`src/rtl/panel_key_event_ctrl.sv`:
```
// Front-panel key debouncer, round-robin event arbiter and event FIFO on an Avalon-MM slave.
// Optional auto-repeat on held keys is built when PANEL_KEY_REPEAT_EN is defined.
module panel_key_event_ctrl #(
  parameter int NKEYS      = 13,
  parameter int TICK_DIV   = 50000,
  parameter int FIFO_DEPTH = 8
) (
  input  logic             csi_MCLK_clk,
  input  logic             rsi_MCLK_reset,
  input  logic [NKEYS-1:0] key_n,
  input  logic [1:0]       avs_ctrl_address,
  input  logic             avs_ctrl_read,
  output logic [31:0]      avs_ctrl_readdata,
  input  logic             avs_ctrl_write,
  input  logic [31:0]      avs_ctrl_writedata,
  output logic             ins_irq_irq
);

  localparam int AW = (FIFO_DEPTH > 1) ? $clog2(FIFO_DEPTH) : 1;
  localparam int PW = (TICK_DIV > 1) ? $clog2(TICK_DIV) : 1;

  logic [NKEYS-1:0] sync1, sync2, stable, pending, key_edge, rpt;
  logic [NKEYS-1:0] press_ev, rel_ev, flip, rpt_set, grant_vec, collision;
  logic [2:0]       hist [NKEYS];
  logic [PW-1:0]    presc;
  logic             tick;
  logic             enable, irq_en, overflow;
  logic [6:0]       mem [FIFO_DEPTH];
  logic [6:0]       head;
  logic [AW-1:0]    wr_ptr, rd_ptr;
  logic [5:0]       count;
  logic [4:0]       ptr, win;
  logic [5:0]       idx;
  logic             found, grant, pop, flush, full;
  logic [31:0]      edge_ext, rpt_ext, pend_ext, rd_mux;
  logic             unused;

  assign unused   = ^avs_ctrl_writedata[31:2];
  assign tick     = (presc == PW'(TICK_DIV - 1));
  assign pop      = avs_ctrl_read && (avs_ctrl_address == 2'd0) && (count != 6'd0);
  assign flush    = avs_ctrl_write && (avs_ctrl_address == 2'd3);
  assign full     = (count == 6'(FIFO_DEPTH));
  assign pend_ext = 32'(pending);
  assign edge_ext = 32'(key_edge);
  assign rpt_ext  = 32'(rpt);
  assign head     = mem[rd_ptr];
  assign flip     = press_ev | rel_ev;

  // The history window is the three stored samples plus the current synced level.
  always_comb begin
    press_ev = '0;
    rel_ev   = '0;
    for (int k = 0; k < NKEYS; k++) begin
      press_ev[k] = tick && ({hist[k], sync2[k]} == 4'b0000) && !stable[k];
      rel_ev[k]   = tick && ({hist[k], sync2[k]} == 4'b1111) && stable[k];
    end
  end

  always_comb begin
    found = 1'b0;
    win   = '0;
    idx   = '0;
    for (int i = 0; i < NKEYS; i++) begin
      idx = {1'b0, ptr} + 6'(i);
      if (idx >= 6'(NKEYS)) idx = idx - 6'(NKEYS);
      if (!found && pend_ext[idx[4:0]]) begin
        found = 1'b1;
        win   = idx[4:0];
      end
    end
  end

  assign grant = enable && found && (!full || pop) && !flush;

  always_comb begin
    grant_vec = '0;
    for (int k = 0; k < NKEYS; k++) grant_vec[k] = grant && (win == 5'(k));
  end

  // A flip that lands on an event still waiting (and not being granted now) loses the old one.
  assign collision = flip & pending & ~grant_vec;

`ifdef PANEL_KEY_REPEAT_EN
  logic [4:0]       hold [NKEYS];
  logic [NKEYS-1:0] rpt_req;

  always_comb begin
    rpt_req = '0;
    for (int k = 0; k < NKEYS; k++)
      rpt_req[k] = tick && stable[k] && !rel_ev[k] && (hold[k] == 5'd0);
  end

  assign rpt_set = rpt_req & (~pending | grant_vec);

  // Down-counter: 31 after the press tick gives the first repeat 32 ticks later, then every 8.
  always_ff @(posedge csi_MCLK_clk) begin
    if (rsi_MCLK_reset) begin
      for (int k = 0; k < NKEYS; k++) hold[k] <= '0;
    end else if (tick) begin
      for (int k = 0; k < NKEYS; k++) begin
        if (press_ev[k])                hold[k] <= 5'd31;
        else if (rel_ev[k] || !stable[k]) hold[k] <= 5'd0;
        else if (hold[k] == 5'd0)       hold[k] <= 5'd7;
        else                            hold[k] <= hold[k] - 5'd1;
      end
    end
  end
`else
  assign rpt_set = '0;
`endif

  always_ff @(posedge csi_MCLK_clk) begin
    if (rsi_MCLK_reset) begin
      sync1  <= '1;
      sync2  <= '1;
      stable <= '0;
      presc  <= '0;
      for (int k = 0; k < NKEYS; k++) hist[k] <= 3'b111;
    end else begin
      sync1 <= key_n;
      sync2 <= sync1;
      presc <= tick ? '0 : presc + PW'(1);
      if (tick) begin
        for (int k = 0; k < NKEYS; k++) hist[k] <= {hist[k][1:0], sync2[k]};
        stable <= (stable | press_ev) & ~rel_ev;
      end
    end
  end

  always_ff @(posedge csi_MCLK_clk) begin
    if (rsi_MCLK_reset) begin
      pending  <= '0;
      key_edge <= '0;
      rpt      <= '0;
      overflow <= 1'b0;
    end else if (flush) begin
      pending  <= '0;
      overflow <= 1'b0;
    end else begin
      overflow <= overflow | (|collision);
      for (int k = 0; k < NKEYS; k++) begin
        if (flip[k]) begin
          pending[k]  <= 1'b1;
          key_edge[k] <= press_ev[k];
          rpt[k]      <= 1'b0;
        end else if (rpt_set[k]) begin
          pending[k]  <= 1'b1;
          key_edge[k] <= 1'b1;
          rpt[k]      <= 1'b1;
        end else if (grant_vec[k]) begin
          pending[k]  <= 1'b0;
        end
      end
    end
  end

  always_ff @(posedge csi_MCLK_clk) begin
    if (grant) mem[wr_ptr] <= {rpt_ext[win], edge_ext[win], win};
  end

  always_ff @(posedge csi_MCLK_clk) begin
    if (rsi_MCLK_reset || flush) begin
      wr_ptr <= '0;
      rd_ptr <= '0;
      count  <= '0;
    end else begin
      if (grant) wr_ptr <= wr_ptr + AW'(1);
      if (pop)   rd_ptr <= rd_ptr + AW'(1);
      case ({grant, pop})
        2'b10:   count <= count + 6'd1;
        2'b01:   count <= count - 6'd1;
        default: count <= count;
      endcase
    end
  end

  always_ff @(posedge csi_MCLK_clk) begin
    if (rsi_MCLK_reset) ptr <= '0;
    else if (grant)     ptr <= (win == 5'(NKEYS - 1)) ? 5'd0 : win + 5'd1;
  end

  always_comb begin
    rd_mux = '0;
    case (avs_ctrl_address)
      2'd0: rd_mux = (count != 6'd0) ? {1'b1, overflow, 22'd0, head[6], 1'b0, head[5:0]}
                                     : {1'b0, overflow, 30'd0};
      2'd1: rd_mux = 32'(stable);
      2'd2: rd_mux = {30'd0, irq_en, enable};
      default: rd_mux = {26'd0, count};
    endcase
  end

  always_ff @(posedge csi_MCLK_clk) begin
    if (rsi_MCLK_reset) begin
      enable            <= 1'b0;
      irq_en            <= 1'b0;
      avs_ctrl_readdata <= '0;
      ins_irq_irq       <= 1'b0;
    end else begin
      if (avs_ctrl_write && (avs_ctrl_address == 2'd2)) begin
        enable <= avs_ctrl_writedata[0];
        irq_en <= avs_ctrl_writedata[1];
      end
      if (avs_ctrl_read) avs_ctrl_readdata <= rd_mux;
      ins_irq_irq <= irq_en && ((count != 6'd0) || overflow);
    end
  end

endmodule

```
`config.mk`:
```
export PLATFORM = sky130hd
export DESIGN_NAME = panel_key_event_ctrl
export DESIGN_NICKNAME = d
export VERILOG_FILES = /design/src/rtl/panel_key_event_ctrl.sv
export SDC_FILE = /design/constraint.sdc
export NUM_CORES = 1
export LEC_CHECK = 0
export CAP_MARGIN = 30
export CELL_PAD_IN_SITES_DETAIL_PLACEMENT = 0
export CELL_PAD_IN_SITES_GLOBAL_PLACEMENT = 1
export CORE_MARGIN = 2
export CORE_UTILIZATION = 50
export CTS_CLUSTER_SIZE = 8
export DETAILED_ROUTE_END_ITERATION = 10
export GPL_TIMING_DRIVEN = 0
export PLACE_DENSITY_LB_ADDON = 0.1
export SYNTH_ARGS = -nofsm -noshare
export SYNTH_HDL_FRONTEND = slang
export SYNTH_SLANG_ARGS = --single-unit
```
`constraint.sdc`:
```
create_clock -name csi_MCLK_clk -period 10.27 [get_ports csi_MCLK_clk]
set_input_delay 1.5405 -clock csi_MCLK_clk [delete_from_list [all_inputs] [get_ports csi_MCLK_clk]]
set_output_delay 1.5405 -clock csi_MCLK_clk [all_outputs]
set_load 0.05 [all_outputs]
```
# Word level (Yosys, flattened, before mapping)
# Memories as Yosys holds them, arrays and structs flattened. A register that Yosys moved wholly into a read port is not among the register bits.
# Index checks and enable logic that the tools add are counted.
# totals
mem_count,3
ramBits,95
out_inout_bits,33
mem_bits_ro,32
reg_bits,134
elab_cells,435
# classes
n_bitwise,22
reduce_logical,161
eq_ne,32
n_mux,120
magnitude_cmp,27
addsub,31
# mem_list
name,words,word_bits,rd,rd_ports_with_merged_regs,write_ports,line,source
mem,8,7,1,1,1,28,logic [6:0] mem [FIFO_DEPTH];
hist,13,3,13,0,13,24,logic [2:0] hist [NKEYS];
(no name shown),32,1,1,0,0,158,"if (grant) mem[wr_ptr] <= {rpt_ext[win], edge_ext[win], win};"
# ops
op,n
$mux W5,27
$pmux W32 S3,1
$logic_and A1 B1 Y1,85
$lt A5 B6 Y1 const B,14
$ge A6 B4 Y1 const B,12
$bmux W1 S5,14
$sub A5 B4 Y5 const B,13
$mux W1,61
$eq A4 B4 Y1 const B,13
$logic_not A4 Y1,13
$mux W3,15
$and A13 B13 Y13,3
$mux W32,1
$add A5 B4 Y6 const B,5
$reduce_bool A2 Y1,14
$logic_not A1 Y1,27
$not A13 Y13,2
$or A13 B13 Y13,2
$reduce_and A2 Y1,13
$eq A5 B4 Y1 const B,5
$add A5 B3 Y6 const B,4
$eq A5 B3 Y1 const B,4
$add A16 B1 Y16 const B,1
$eq A16 B16 Y1 const B,1
21 further kinds,43

# Depth between registers and ports, before layout
# logic_depth
word_depth,49
ltp_mapped,32

# Least setup slack after synthesis
# Ideal clock, no wire load.
# synth_timing
kind,register to register
startpoint,reg ptr[0]
endpoint,reg count[5]
path_buffers,9
setup_time_ns,0.070
synth_period_minus_slack_ns,6.366
setup_slack_ns,3.904
arrival_time_ns,6.296
required_time_ns,10.200
stages_incl_launch_ff,31
cell_sequence,dfxtp_1 buf_6 buf_6 buf_6 inv_2 buf_2 buf_1 clkbuf_1 ha_1 buf_4 nand2b_1 buf_2 a221oi_2 nor2_1 xnor2_1 o41a_1 o21ai_2 a211oi_4 and4_1 buf_4 a41oi_2 inv_2 ha_1 ha_1 a21o_1 a21o_1 a21o_1 a21oi_1 xnor2_1 or3_1 a21oi_1
# synth_via
elab_chain_len,46
# synth_rtl
item,line,source
"start, declared",32,"logic [4:0] ptr, win;"
"start signal, assigned",179,else if (grant) ptr <= (win == 5'(NKEYS - 1)) ? 5'd0 : win + 5'd1;
"parallel branches: the longest is 40 deep, another holds $add A5 B1 Y6",--,
$mux W1 (*),66,if (!found && pend_ext[idx[4:0]]) begin
$logic_and A1 B1 Y1 (*) (3 in series),73,assign grant = enable && found && (!full || pop) && !flush;
$eq A2 B1 Y1 or $eq A2 B2 Y1 (tied branches),169,"case ({grant, pop})"
$pmux W6 S2 or $reduce_bool A2 Y1 (tied branches),--,
"end signal, assigned",170,2'b10: count <= count + 6'd1;
"end signal, assigned",171,2'b01: count <= count - 6'd1;
"end signal, assigned",172,default: count <= count;
"end, declared",31,logic [5:0] count;
# Every way passes the cells marked *. The select of a mux whose other input is x is not followed.
# A chain may end at the register's enable or synchronous reset.

# Final worst setup path
# Ends and elaborated chain as after synthesis.

==> reports/qor.yml <==
min_path_type: "reg2reg"
cts_tree: "built"
ys_warn_count: 0
outcome: "completed"
vias_per_cell: 6.36
synth.distinct_cells: 121
layout.nets: 1963
routedWlPerCell_um: 24.8
ant_nets: 0
cts.path.max_buffers: 3
dr.pass1.iters: 8
antenna_found_initial: 0
worst_pin_slew_ps: 1110
syn_avg_cell_area_um2: 8.65
cp-start-kind: "flip-flop"
routed_wl_um: 56800
track_usage: 0.343
grt_pass1_vias: 14343
numCtsBuffers: 29
endpoint: "count[5]$_SDFFE_PP0P_"
hold_buffers: 0
synth_area_leaders: "edfxtp_1 17%, dfxtp_1 16%, nor2_1 4.4%"
drive_above_1_share: 0.127
finalWeightedCongestion: 1.09
seq_area_frac_synth: 0.325
yosysTopAreaCell: "edfxtp_1"
dieArea_um2: 32300
cts.clk_slew.worst_paths_ps: 50
ys.flop_type: "dfxtp_1"
die_y_um: 180
drt_iter0_drc: 1348
skew_ps: 33.7
postCtsResizedCells: 0
whs_ps: 403
startpoint: "ptr[0]$_SDFFE_PP0P_"
grt_max_degree: 38
finalCriticalPeriod_ps: 8720
rows: 64
syn-cell-area_um2: 15400
critPathMaxFanout: 10
grt-ovfl-total: 0
start_util: 0.506
rr_worst_depth: 30
crit_slowest_cell: "a2bb2oi_1"
slew_headroom: 0.260
post-route-drc-count: 0
slowest_delay_ps: 850
crit_type: "reg2reg"
synth_seq_cells: 207
cap_viol_max_count: 0
area_growth_pct: 11.6
hold_viol: 0
ctsRootBufferMaster: "clkbuf_16"
ys_async_sr_fraction: 0
drv_slew: 0
power_leakage_nw: 6.10
dp_hpwl_um: 43800
core-area_um2: 30500
clock.fmax_mhz: 115
io_buffers: 32
grt_pass1_wl_um: 85900
p_per_area_nw_per_um2: 245
fp.dieW_um: 180
rr_endpoint: "count[5]$_SDFFE_PP0P_"
fin_crit_sh: 0.849
r2r_start: "ptr[0]$_SDFFE_PP0P_"
cp-end-kind: "flip-flop"
syn_inst: 1783
vdd_drop_max_uv: 222
cts_setup_buffers: 0
htree_levels: 1
synth-edff-count: 87
ff2ff_setup_slack_ps: 1550
setup_viol: 0
pin_count: 84
numClockSinks: 207
tns_ps: 0
synth.top_cell.area_share: 0.169
num_antenna_cells: 0
cp.arrival_ps: 9170
rsz0062_at_grt: "false"
vias: 14578
clk_latency_ps: 560
crit_required_ps: 10730
## through the flow
step | setup WS, ps | power [W] | std cells | area, µm² | utilization
floorplan | 3900 | 0.00261 | 1807 | 15500 | -
global placement | 1530 | 0.00326 | 2235 | 16300 | 0.535
detailed placement | 1900 | 0.00330 | 2238 | 16400 | 0.537
CTS | 1840 | 0.00418 | 2289 | 17200 | 0.564
global route | 1380 | 0.00440 | 2291 | 17200 | 0.564
finish | 1550 | 0.00421 | 2291 | 17200 | 0.564
## flip-flops by register name, indices dropped and copies added, names as in the netlist, 3 cells and up, named ones only
register	count
stable	13
avs_ctrl_readdata	15
key_edge	13
presc	16
hist	39
ptr	5
sync2	13
rd_ptr	3
mem	48
sync1	13
wr_ptr	3
count	6
pending	13
## routing by layer
metal | vias to the layer above | track usage | share of wire
met4 | 0 | 0.199 | 0.063
met5 | - | 0 | 0
met3 | 168 | 0.0413 | 0.059
met1 | 7073 | 0.421 | 0.40
met2 | 592 | 0.580 | 0.47
li1 | 6745 | - | -
## final cells by class
cell class / instances / area [µm²]
multi-input cells: 1405 / 9540
well taps: 396 / 495
clock inverters: 1 / 20.0
fillers: 2809 / 13300
flip-flops and latches: 207 / 5010
clock buffers: 50 / 805
plain buffers: 139 / 751
repair buffers: 37 / 373
inverters: 56 / 210
## worst max-delay path, delay by kind of cell (launching register included)
family	cells	cell delay [ps]
buffers and inverters	11	2830
AOI/OAI and AO/OA	9	2660
and+or+nand+nor	5	1520
adders and majority gates	3	780
xor gates and xnor gates	2	410
DFF	1	380
## kinds of logic (layout without fill, tap and decap cells)
logic type	after synthesis	in the layout	synth area share
AOI/OAI and AO/OA	486	486	0.231
xor gates and xnor gates	71	71	0.0475
adders and majority gates	37	37	0.0305
buffers and inverters	195	283	0.0622
DFF	207	207	0.325
muxes	98	98	0.0790
other	1	25	0.000243
and+or+nand+nor	688	688	0.224
## worst min-delay path by stage
stage,startpoint,endpoint,slack [ps],cells after the start
5_1_grt,sync1[8]$_SDFF_PP1_,sync2[8]$_SDFF_PP1_,420,1
3_3_place_gp,sync1[11]$_SDFF_PP1_,sync2[11]$_SDFF_PP1_,390,1
4_1_cts,sync1[3]$_SDFF_PP1_,sync2[3]$_SDFF_PP1_,400,1
6_report,sync1[3]$_SDFF_PP1_,sync2[3]$_SDFF_PP1_,400,1
3_5_place_dp,sync1[3]$_SDFF_PP1_,sync2[3]$_SDFF_PP1_,390,1
2_1_floorplan,sync1[0]$_SDFF_PP1_,sync2[0]$_SDFF_PP1_,390,1
## where the power goes
part / switching (W) / leakage, nW / internal (W) / total (W)
combinational: 0.00155 / 3.97 / 0.000714 / 0.00226
clock: 0.000346 / 0.392 / 0.000525 / 0.000871
sequential: 0.0000160 / 1.74 / 0.00106 / 0.00108
total: 0.00191 / 6.10 / 0.00230 / 0.00421
## Yosys cell counts (all sizes together), types with 20 or more instances
library cell / instances
a211oi: 39
nor2b: 25
dfxtp: 120
o21ai: 71
or2: 43
nand3: 60
inv: 56
xnor2: 51
a21oi: 121
nand4: 22
or3: 43
nand2b: 27
nand2: 156
edfxtp: 87
a22oi: 28
ha: 36
o211ai: 29
a21o: 20
mux2i: 67
nor3: 43
buf: 76
a31oi: 22
nor4: 26
nor2: 180
clkbuf: 63
## cells in the final DEF, fill, tap and decap left out, drive strengths merged, types with 26 or more instances in the layout
cell type      count
nor2             180
nand2            156
a21oi            121
dfxtp            120
clkbuf           113
edfxtp            87
buf               81
o21ai             71
mux2i             67
nand3             60
inv               57
xnor2             51
or3               43
nor3              43
or2               43
a211oi            39
ha                36
clkdlybuf4s50     32
o211ai            29
a22oi             28
nand2b            27
nor4              26
Power figures use the tool's default switching activity.
